--- config.mk ---
export PLATFORM = sky130hd
export DESIGN_NAME = regf_wb
export DESIGN_NICKNAME = d
export VERILOG_FILES = /design/src/rtl/regf_wb.sv
export SDC_FILE = /design/constraint.sdc
export NUM_CORES = 1
export LEC_CHECK = 0
export CAP_MARGIN = 20
export CORE_ASPECT_RATIO = 2
export CORE_MARGIN = 8
export CORE_UTILIZATION = 59
export CTS_CLUSTER_DIAMETER = 200
export DETAILED_ROUTE_END_ITERATION = 10
export HOLD_SLACK_MARGIN = 0.06
export PLACE_DENSITY_LB_ADDON = 0.25
export RECOVER_POWER = 50
export SYNTH_ARGS = -nofsm -noshare
export SYNTH_HDL_FRONTEND = slang
export SYNTH_SLANG_ARGS = --single-unit
--- constraint.sdc ---
create_clock -name clk -period 5.6 [get_ports clk]
set_input_delay 1.12 -clock clk [delete_from_list [all_inputs] [get_ports clk]]
set_output_delay 1.12 -clock clk [all_outputs]
set_load 0.05 [all_outputs]
--- src/rtl/regf_wb.sv ---
// rtl/regf_wb.sv - regf writeback: merges ALU results with queued load results onto one write port
// Optional feature macro REGF_WB_BYPASS_EN: a load skips the empty, idle queue straight to the port.
module regf_wb #(
  parameter int FIFO_DEPTH = 4,
  parameter int XLEN       = 32
) (
  input  logic                          clk,
  input  logic                          rst_n,
  input  logic                          alu_valid,
  input  logic [4:0]                    alu_rd,
  input  logic [XLEN-1:0]               alu_data,
  input  logic                          mem_valid,
  output logic                          mem_ready,
  input  logic [4:0]                    mem_rd,
  input  logic [XLEN-1:0]               mem_data,
  output logic                          we,
  output logic [4:0]                    waddr,
  output logic [XLEN-1:0]               wdata,
  output logic [31:0]                   pending,
  output logic [$clog2(FIFO_DEPTH):0]   fifo_count
);
  localparam int PW = $clog2(FIFO_DEPTH);
  localparam int CW = PW + 1;

  logic [4:0]      rd_q   [FIFO_DEPTH];
  logic [4:0]      rd_d   [FIFO_DEPTH];
  logic [XLEN-1:0] data_q [FIFO_DEPTH];
  logic [XLEN-1:0] data_d [FIFO_DEPTH];
  logic            kill_q [FIFO_DEPTH];
  logic            kill_d [FIFO_DEPTH];
  logic [PW-1:0]   wptr_q, wptr_d, rptr_q, rptr_d;
  logic [CW-1:0]   count_q, count_d;
  logic            we_q, we_d;
  logic [4:0]      waddr_q, waddr_d;
  logic [XLEN-1:0] wdata_q, wdata_d;
  logic [31:0]     pending_c;
  logic            accept, bypass, push, pop, occ;
  logic [PW-1:0]   off;

  assign mem_ready  = rst_n && (count_q != CW'(FIFO_DEPTH));
  assign we         = we_q;
  assign waddr      = waddr_q;
  assign wdata      = wdata_q;
  assign pending    = pending_c;
  assign fifo_count = count_q;

  always_comb begin
    rd_d      = rd_q;
    data_d    = data_q;
    kill_d    = kill_q;
    wptr_d    = wptr_q;
    rptr_d    = rptr_q;
    pending_c = '0;
    off       = '0;
    occ       = 1'b0;
    accept    = mem_valid && mem_ready;
`ifdef REGF_WB_BYPASS_EN
    bypass    = accept && !alu_valid && (count_q == '0);
`else
    bypass    = 1'b0;
`endif
    push      = accept && !bypass;
    pop       = !alu_valid && (count_q != '0);

    // Only slots between rptr and rptr+count hold live or killed entries.
    for (int i = 0; i < FIFO_DEPTH; i++) begin
      off = PW'(i) - rptr_q;
      occ = CW'(off) < count_q;
      if (occ && alu_valid && (alu_rd != 5'd0) && (rd_q[i] == alu_rd))
        kill_d[i] = 1'b1;
      if (occ && !kill_q[i])
        pending_c[rd_q[i]] = 1'b1;
    end
    pending_c[0] = 1'b0;

    if (push) begin
      rd_d[wptr_q]   = mem_rd;
      data_d[wptr_q] = mem_data;
      kill_d[wptr_q] = 1'b0;
      wptr_d         = wptr_q + PW'(1);
    end
    if (pop)
      rptr_d = rptr_q + PW'(1);
    count_d = count_q + CW'(push) - CW'(pop);

    we_d    = 1'b0;
    waddr_d = waddr_q;
    wdata_d = wdata_q;
    if (alu_valid) begin
      if (alu_rd != 5'd0) begin
        we_d    = 1'b1;
        waddr_d = alu_rd;
        wdata_d = alu_data;
      end
    end else if (pop) begin
      if (!kill_q[rptr_q] && (rd_q[rptr_q] != 5'd0)) begin
        we_d    = 1'b1;
        waddr_d = rd_q[rptr_q];
        wdata_d = data_q[rptr_q];
      end
    end else if (bypass) begin
      if (mem_rd != 5'd0) begin
        we_d    = 1'b1;
        waddr_d = mem_rd;
        wdata_d = mem_data;
      end
    end
  end

  always_ff @(posedge clk or negedge rst_n) begin
    if (!rst_n) begin
      rd_q    <= '{default: '0};
      data_q  <= '{default: '0};
      kill_q  <= '{default: 1'b0};
      wptr_q  <= '0;
      rptr_q  <= '0;
      count_q <= '0;
      we_q    <= 1'b0;
      waddr_q <= '0;
      wdata_q <= '0;
    end else begin
      rd_q    <= rd_d;
      data_q  <= data_d;
      kill_q  <= kill_d;
      wptr_q  <= wptr_d;
      rptr_q  <= rptr_d;
      count_q <= count_d;
      we_q    <= we_d;
      waddr_q <= waddr_d;
      wdata_q <= wdata_d;
    end
  end
endmodule

==> qor.txt <==
============================================================================
Post-Syn Nets .................................................          885
Crit path depth ...............................................            7
H-tree lvl count ..............................................            4
Pre-antenna DRT Iters .........................................            5
Slew at the pin closest to its max-slew limit .................      3.62 ns
Clock skew ....................................................   0.00847 ns
Detailed-route via count ......................................         7343
Finished Core Util ............................................        72.5%
Global placer's final weighted congestion .....................        0.942
Synth top area share ..........................................        47.7%
Top delay family on crit path ................................. compound AO/OA/AOI/OAI gates
Total power density per cell area .............................  683 nW/um^2
Synth Register Bits ...........................................          197
Maximum resistive drop on vdd .................................     0.473 mV
Worst hold margin .............................................     0.500 ns
Number of slew-limit violations in the final report ...........           70
Antenna violations before repair ..............................            5
Clock transition at path regs .................................      0.07 ns
Largest net degree at the start of global routing .............           81
Most area-consuming cells after synthesis ..................... sky130_fd_sc_hd__dfrtp_1, sky130_fd_sc_hd__mux2_2, sky130_fd_sc_hd__mux4_2
Switching power ...............................................    0.00377 W
Violation count after the first detailed-routing iteration ....          458
Violated checks ............................................... max-capacitance violations, max-slew violations
Worst Path Arrival ............................................      4.22 ns
Most frequent cells in the layout ............................. sky130_fd_sc_hd__dfrtp_1, sky130_fd_sc_hd__mux2_2, sky130_fd_sc_hd__clkdlybuf4s50_1
Clock power share .............................................        14.8%
Final critical-path share of the clock period .................        95.4%
Library cell with the largest summed area after synthesis ..... sky130_fd_sc_hd__dfrtp_1
Global-route track usage on met2 ..............................        50.9%
Sinks on the clock net ........................................          197
Worst Reg-to-Reg Cells ........................................            6
Total overflow reported by the global router ..................            0
Setup repair after global routing missed its margin ...........        false
Final min period ..............................................      5.34 ns
Die height ....................................................       203 um
Delay of the slowest critical-path stage ......................      1.03 ns
Gr busiest metal ..............................................         met2
Placement Cell Area ...........................................   11800 um^2
Source of the worst hold timing path .......................... data_q[9]$_DFFE_PN0P_
Multi-input combinational cell area ...........................    5030 um^2
Die outline width .............................................       110 um
Synthesized area per cell .....................................    13.0 um^2
Fin nets ......................................................         1002
Startpoint-to-endpoint class of the critical path .............      reg2out
Fillers .......................................................         1182
Proportion of total power due to net switching ................        44.3%
Final setup violation count ...................................            0
Maximum clock frequency .......................................    0.187 GHz
Starting density of the core ..................................        60.1%
Total buffers and inverters traversed by the critical path ....            1
CP max FO .....................................................           21
Cell with the largest stage delay on the worst path ........... sky130_fd_sc_hd__a2111oi_2
Post-route DRC ................................................            0
Cell Chain, Critical Path ..................................... xor2_1 -> ha_1 -> a21o_4 -> a2111oi_2 -> a22oi_1 -> o211ai_1 -> clkdlybuf4s50_1
Sequential share of the synthesized area ......................        47.7%
Most common flop cell mapped by yosys ......................... sky130_fd_sc_hd__dfrtp_1
Startpoint of the most critical register-to-register path ..... rptr_q[0]$_DFFE_PN0P_
Max-Cap Viols .................................................            1
Total Routing Usage GR ........................................        27.7%
Clock buffer count from CTS ...................................           17
Fraction of layout cells with a size suffix above 1 ...........        28.9%
Post-synthesis instance total .................................          796
Clock Root Buffer ............................................. sky130_fd_sc_hd__clkbuf_16
Global-route met1 utilization .................................        27.8%
Endpoint of the worst-slack reg-to-reg timing path ............ waddr[2]$_DFFE_PN0P_
Setup TNS after final layout ..................................         0 ns
Post-CTS Hold Fix Bufs ........................................            0
Reg-to-reg slack, setup .......................................      1.89 ns
EDFF count, synth .............................................            0
Synth warn ....................................................            0
Total count of hold-check failures in the final report ........            0
Wire length reported by the detailed router ...................     29600 um
Met3 track utilization from global routing ....................        4.73%
Hold Path End ................................................. data_q[9]$_DFFE_PN0P_
Synth async-reset ratio .......................................         100%
Bufs on Longest Clock Path ....................................            2
Max-slew headroom .............................................        -142%
Leakage .......................................................      5.05 nW
Average wire per cell in the routed design ....................      25.9 um
Relative area change from synthesis to final layout ...........        20.7%
Cells resized by post-CTS repair ..............................            0
Final Instance Count excl. Fillers ............................         1141
Clock insertion delay at the later pin of the skew report .....      0.43 ns
Area of all placed cells without fillers ......................   12500 um^2
Die ar. .......................................................   22300 um^2
Post-Syn Area .................................................   10300 um^2
Portion of total power attributed to combinational logic ......        52.0%
Status ........................................................ finished with violations
Critical path required time ...................................      4.48 ns
Category of the worst setup path launch point .................         flop
Register share of total power .................................        33.2%
Worst Hold Class ..............................................      reg2reg
Placement Rows ................................................           68
Number of placed instances, taps included .....................         1103
Global-route wire length before repair ........................     46400 um
Distinct cell type count after synthesis ......................           50
Number of vias per cell after detailed routing ................         6.44
Setup Fix Bufs, Post-CTS ......................................            0
Hpwl dp .......................................................     21200 um
Most common library cell in the layout ignoring fill and taps . sky130_fd_sc_hd__dfrtp_1
Port-buffer cells .............................................          150
Reg area ......................................................    4930 um^2
Number of primary I/O pins ....................................          152
Number of global-route vias before repair .....................         8371
Placeable core region .........................................   17200 um^2
Kind of end point of the critical path ........................   output pin
Pint ..........................................................    0.00475 W
Remaining antenna violation count after routing ...............            0
Hold depth ....................................................            1
Clock tree from TritonCTS .....................................          yes
============================================================================
[stage by stage]
| step | total power (W) | setup WS, ns |
|---|---|---|
| after floorplan | 0.00586 | 1.26 |
| after global placement | 0.00707 | 0.903 |
| after detailed placement | 0.00730 | 0.769 |
| after CTS | 0.00859 | 0.288 |
| after global routing | 0.00893 | 0.0378 |
| final | 0.00852 | 0.258 |
[state kept, by name, indices dropped and copies added (netlist names), 2 cells and up]
name        count
rd_q           20
waddr           5
kill_q          4
wdata          32
wptr_q          2
data_q        128
rptr_q          2
fifo_count      3
[worst max-delay path by stage]
stage / from / endpoint / slack, ns
6_report: rptr_q[1]$_DFFE_PN0P_ / pending[6] / 0.26
5_1_grt: rst_n / data_q[64]$_DFFE_PN0P_ / 0.04
4_1_cts: rptr_q[1]$_DFFE_PN0P_ / pending[30] / 0.29
3_5_place_dp: rptr_q[1]$_DFFE_PN0P_ / pending[30] / 0.77
3_3_place_gp: rptr_q[0]$_DFFE_PN0P_ / pending[30] / 0.90
2_1_floorplan: rptr_q[1]$_DFFE_PN0P_ / pending[8] / 1.26
[cell usage after synthesis (all sizes together), types with 2 or more instances]
master and instances:
o21ai 3, o211ai 30, buf 38, nand3b 6
nand3 3, dfrtp 197, a2111oi 4, mux2 148
nor2 10, nor3 11, nor4 2, a21o 2
a21oi 82, and3b 4, nor4b 4, mux4 38
xnor2 11, a41oi 4, nand2 44, o21a 2
ha 10, inv 12, or3b 2, clkbuf 24
xor2 15, and2 2, a22oi 30, and3 3
mux2i 37, nor3b 9
[logic make-up after synthesis]
kind of cell,Yosys count,share of synthesized area [%]
flip-flops,197,47.7
multiplexers,223,28.0
XOR/XNOR,26,2.20
other,1,0.0363
buffers and inverters,74,3.67
AND/OR/NAND/NOR,103,5.67
AO/OA/AOI/OAI,161,11.3
adder cells (fa/ha/maj),11,1.41
[worst register-to-register path, cell delays in order (launching register included)]
cell and delay (ns):
sky130_fd_sc_hd__dfrtp_2 0.62, sky130_fd_sc_hd__buf_4 0.61, sky130_fd_sc_hd__mux4_2 0.63, sky130_fd_sc_hd__o31ai_4 0.44, sky130_fd_sc_hd__buf_4 0.45, sky130_fd_sc_hd__and2_4 0.65
sky130_fd_sc_hd__a21oi_1 0.16
[power groups by stage]
stage | logic, W | registers, W | clock network (W)
2_1_floorplan | 0.00288 | 0.00298 | 0
3_3_place_gp | 0.00434 | 0.00273 | 0
3_5_place_dp | 0.00447 | 0.00283 | 0
4_1_cts | 0.00450 | 0.00282 | 0.00128
5_1_grt | 0.00468 | 0.00291 | 0.00134
6_report | 0.00443 | 0.00283 | 0.00126
[layout make-up]
cell class	instances	share of cell area [%]
multi-input cells	525	40.3
flip-flops and latches	197	39.6
repair buffers	160	12.6
clock buffers	21	3.69
well taps	210	2.11
clock inverters	11	1.20
inverters	12	0.361
diodes	5	0.100
[per-layer routing]
| layer | wire, um | vias up |
|---|---|---|
| met2 | 17100 | 296 |
| met3 | 1310 | 86 |
| met5 | 0 | - |
| met4 | 1310 | 0 |
| met1 | 9890 | 3769 |
| li1 | - | 3192 |
(Power assumes the default switching activity.)
==> RTL change 1, RTL diff (config.mk and constraints unchanged) <==
Change the parameter `FIFO_DEPTH` from 4 to 8.
--- a/src/rtl/regf_wb.sv
+++ b/src/rtl/regf_wb.sv
@@ -2,5 +2,5 @@
 // Optional feature macro REGF_WB_BYPASS_EN: a load skips the empty, idle queue straight to the port.
 module regf_wb #(
-  parameter int FIFO_DEPTH = 4,
+  parameter int FIFO_DEPTH = 8,
   parameter int XLEN       = 32
 ) (
Interface: changed (resized fifo_count); port bits go from 152 to 153. No check against the original RTL was run, so the function may have changed too.
==> RTL change 1 against the unedited design <==
The run still ends with capacitance limit, slew limit left; synthesized area increased by 85%; combinational power increased by 100%; global-route usage increased by 15 points; die area increased by 74%; non-clock buffer count increased by 36; via count increased by 110%; first-iteration DRC count increased to 3.8 times the old value; sequential cell count increased by 155; clock power increased by 71%; utilization decreased by 3.1 points; setup slack got worse by 0.12 ns; routed wire length increased to 2.7 times the old value; total power increased by 93%; design area increased by 79%; critical endpoint is now pending[4]; largest cell class unchanged; largest power group unchanged.
==> RTL change 1: results (changes against the unedited design) <==
[setup_path] crit-path max FO 10 [was 21]
[logic_synthesis] sequential element share of the synthesized area 46.0% [was 47.7%]
[detailed_routing] number of DRC violations after detailed-routing iteration 0 1753 [was 458]
[cts] TritonCTS buffer count 27 [was 17]
[flow_run] Maximum Capacitance Violations 2 [was 1]
[place] Post-DP HPWL 52.2 mm [was 21.2 mm]
[sta] Max Slew Vio Count 100 [was 70]
[sta] worst setup slack after layout 0.142 ns [was 0.258 ns]
[final_layout] Reg area 0.00882 mm2 [was 0.00493 mm2]
[status] result of the run finished with violations [unchanged]
[worst_hold_path] launch point of the worst hold path data_q[104] [was data_q[9]]
[detailed_routing] number of detailed-routing iterations run before antenna repair 8 [was 5]
[pwr] Internal 8.90 mW [was 4.75 mW]
[final_layout] Layout clock buffers 41 [was 21]
[final_layout] number of antenna repair diodes 16 [was 5]
[logic_synthesis] Cell variety after synth 65 [was 50]
[cts] level count of the clock H-tree 1 [was 4]
[logic_synthesis] total nets after synthesis 1607 [was 885]
[cts] clk_lat worst skew 0.57 ns [was 0.43 ns]
[final_layout] final-layout fill cell count 1939 [was 1182]
[pwr] sequential power share 32.2% [was 33.2%]
[place] last weighted congestion value of the routability-driven placer 1.10 [was 0.942]
[global_route] antenna violations before repair 13 [was 5]
[final_layout] layout inverter count without the clock tree 27 [was 12]
[pwr] worst vdd ir 0.498 mV [was 0.473 mV]
[logic_synthesis] mean cell area of the mapped netlist 12.7 um2 [was 13.0 um2]
[global_route] overall fraction of global-route tracks in use 42.9% [was 27.7%]
[worst_hold_path] worst hold path endpoint data_q[104] [was data_q[9]]
[final_layout] share of layout cells above drive strength 1 33.6% [was 28.9%]
[place] port buffer count 151 [was 150]
[setup_path] endpoint of the most critical setup path pending[4] [was pending[6]]
[final_layout] Largest register FFs 256 [was 128]
[final_layout] Final Non-Filler Cells 2087 [was 1141]
[place] Cells after DPL 2022 [was 1103]
[final_layout] multi-input gates 1020 [was 525]
[final_layout] final-stage net count 1724 [was 1002]
[final_layout] register fraction of the total cell area 39.5% [was 39.6%]
[logic_synthesis] list of most frequent post-synthesis cells 352 x dfrtp_1, 296 x mux2_2, 92 x nand2_1 [was 197 x dfrtp_1, 147 x mux2_2, 62 x a21oi_1]
[place] pre-CTS worst setup slack 1.07 ns [was 0.769 ns]
[setup_path] FF-to-FF path depth 7 [was 6]
[detailed_routing] vias after detailed routing 15416 [was 7343]
[setup_path] largest incremental delay on the critical path 0.91 ns [was 1.03 ns]
[detailed_routing] Post-Route WL 80.2 mm [was 29.6 mm]
[setup_path] library cell contributing the largest single delay on the critical path o21ai_0 [was a2111oi_2]
[global_route] first-pass GRT wire length 118 mm [was 46.4 mm]
[status] violated checks capacitance limit, slew limit [unchanged]
-- RTL change 1: changes by cell type in the layout (fill, tap and decap cells not counted), sizes merged, moves of 36 or more --
cell,unedited run,this run
o22ai,0,52
mux4,38,76
o21ai,3,57
or3,1,39
mux2,148,334
nand2,44,93
nor2,10,54
dfrtp,197,352
buf,9,74
a21oi,82,14
dlygate4sd3,36,0
-- RTL change 1: cells by family (layout without fill, tap and decap cells) --
group / after synthesis / after routing / synth area share [%]
flops: 352 / 352 / 46.0
compound gates: 201 / 201 / 7.21
buf+inv: 135 / 272 / 3.35
fa+ha+maj: 22 / 22 / 1.48
simple gates: 302 / 302 / 8.33
mux: 446 / 446 / 31.4
xor+xnor: 48 / 48 / 2.20
other cells: 1 / 17 / 0.0196
-- RTL change 1: layer usage --
layer	GRT usage [%]	vias to the layer above	part of all wire, %	routed length, um
li1	-	5898	-	-
met1	42.3	7674	30	24000
met2	69.6	1313	50	40000
met3	14.7	527	9.0	7180
met4	38.3	4	11	8940
met5	0.270	-	0.035	28
==> RTL change 2, RTL diff (same flow settings) <==
Made on the original files. Reset style: synchronous (`rst_n`), changed in one clocked block.
--- a/src/rtl/regf_wb.sv
+++ b/src/rtl/regf_wb.sv
@@ -108,5 +108,5 @@
   end
 
-  always_ff @(posedge clk or negedge rst_n) begin
+  always_ff @(posedge clk) begin
     if (!rst_n) begin
       rd_q    <= '{default: '0};
Function: differs if rst_n is asserted again (counterexample within 4 cycles, from zero or initial values and one cycle with rst_n low); with rst_n held inactive, the same outputs for 4 cycles.
==> RTL change 2 against the unedited design <==
The run still ends with capacitance limit, slew limit left; sequential cell count unchanged; global-route usage decreased by 1.1 points; routed wire length increased by 0.21%; synthesized area decreased by 1.4%; hold slack got worse by 0.045 ns; register-to-register slack improved by 0.30 ns; design area decreased by 2.3%; maximum frequency increased by 9.2%; die area decreased by 1.3%; first-iteration DRC count increased by 47%; setup slack improved by 0.45 ns.
Power is not compared: it rests on default switching activity, and its combinational part moved more than twofold at a synthesized area within 25%.
==> RTL change 2: results (changes against the unedited design) <==
[status] result of the run finished with violations [unchanged]
[status] violated checks capacitance limit, slew limit [unchanged]
[final_layout] layout inverter count without the clock tree 18 [was 12]
[global_route] largest net degree at the start of global routing 117 [was 81]
[flow_run] Maximum Capacitance Violations 3 [was 1]
[place] Cell Area, Placed 0.0116 mm2 [was 0.0118 mm2]
[logic_synthesis] mean cell area of the mapped netlist 8.89 um2 [was 13.0 um2]
[setup_path] Reg2Reg Setup Slack 2.19 ns [was 1.89 ns]
[detailed_routing] vias after detailed routing 9113 [was 7343]
[worst_hold_path] worst hold path endpoint data_q[3] [was data_q[9]]
[final_layout] multi-input gate share of the layout cell area 46.9% [was 40.3%]
[global_route] met1 usage 33.9% [was 27.8%]
[logic_synthesis] total nets after synthesis 1234 [was 885]
[place] Post-DP HPWL 19.3 mm [was 21.2 mm]
[final_layout] multi-input gates 822 [was 525]
[sta] Final Hold Slack 0.455 ns [was 0.500 ns]
[final_layout] number of antenna repair diodes 1 [was 5]
[final_layout] final-layout fill cell count 1311 [was 1182]
[detailed_routing] wire length on met2 14.7 mm [was 17.1 mm]
[final_layout] register fraction of the total cell area 32.4% [was 39.6%]
[detailed_routing] routed wl met3 2.25 mm [was 1.31 mm]
[final_layout] share of layout cells above drive strength 1 8.02% [was 28.9%]
[global_route] GRT met3 Usage 4.18% [was 4.73%]
[setup_path] Crit Reg-Reg Startpoint fifo_count[2] [was rptr_q[0]]
[global_route] GR Util met2 43.3% [was 50.9%]
[logic_synthesis] sequential element share of the synthesized area 38.7% [was 47.7%]
[global_route] overall fraction of global-route tracks in use 26.6% [was 27.7%]
[final_layout] data-path buffer share of cell area in the final layout 13.2% [was 12.6%]
[place] last weighted congestion value of the routability-driven placer 0.896 [was 0.942]
[sta] maximum clock skew at final layout 0.0179 ns [was 0.00847 ns]
[final_layout] Signal buffers 167 [was 160]
[sta] Max Slew Vio Count 105 [was 70]
[logic_synthesis] list of most frequent post-synthesis cells 315 x nand2_1, 197 x dfxtp_1, 149 x a21boi_1 [was 197 x dfrtp_1, 147 x mux2_2, 62 x a21oi_1]
[global_route] antenna violations before repair 1 [was 5]
[global_route] first-pass GRT wire length 46.8 mm [was 46.4 mm]
[detailed_routing] number of DRC violations after detailed-routing iteration 0 673 [was 458]
[setup_path] library cell contributing the largest single delay on the critical path clkdlybuf4s50_1 [was a2111oi_2]
[setup_path] largest incremental delay on the critical path 0.82 ns [was 1.03 ns]
[final_layout] Final clock-cell share 4.76% [was 4.90%]
-- RTL change 2: cell types whose count changed in the layout (fill, tap and decap cells not counted), moves of 20 or more --
cell | unedited run | this run
mux2_2 | 147 | 0
a21oi_1 | 62 | 3
a21boi_1 | 1 | 69
dfrtp_1 | 195 | 0
o211a_1 | 0 | 39
nand2_1 | 40 | 315
a21oi_2 | 20 | 0
dfxtp_1 | 0 | 195
a22oi_1 | 30 | 0
o22ai_1 | 0 | 26
o211ai_1 | 30 | 3
a221o_1 | 0 | 25
nand3_1 | 3 | 42
a21boi_0 | 0 | 80
-- RTL change 2: kinds of logic (layout without fill, tap and decap cells) --
group | after synthesis | count (layout) | synth area share, %
adders and majority gates | 11 | 11 | 1.43
AOI/OAI and AO/OA | 269 | 269 | 21.1
other | 1 | 2 | 0.0368
buffers and inverters | 126 | 216 | 5.35
muxes | 75 | 75 | 12.0
DFF | 197 | 197 | 38.7
xor gates and xnor gates | 26 | 26 | 2.24
and+or+nand+nor | 440 | 440 | 19.1
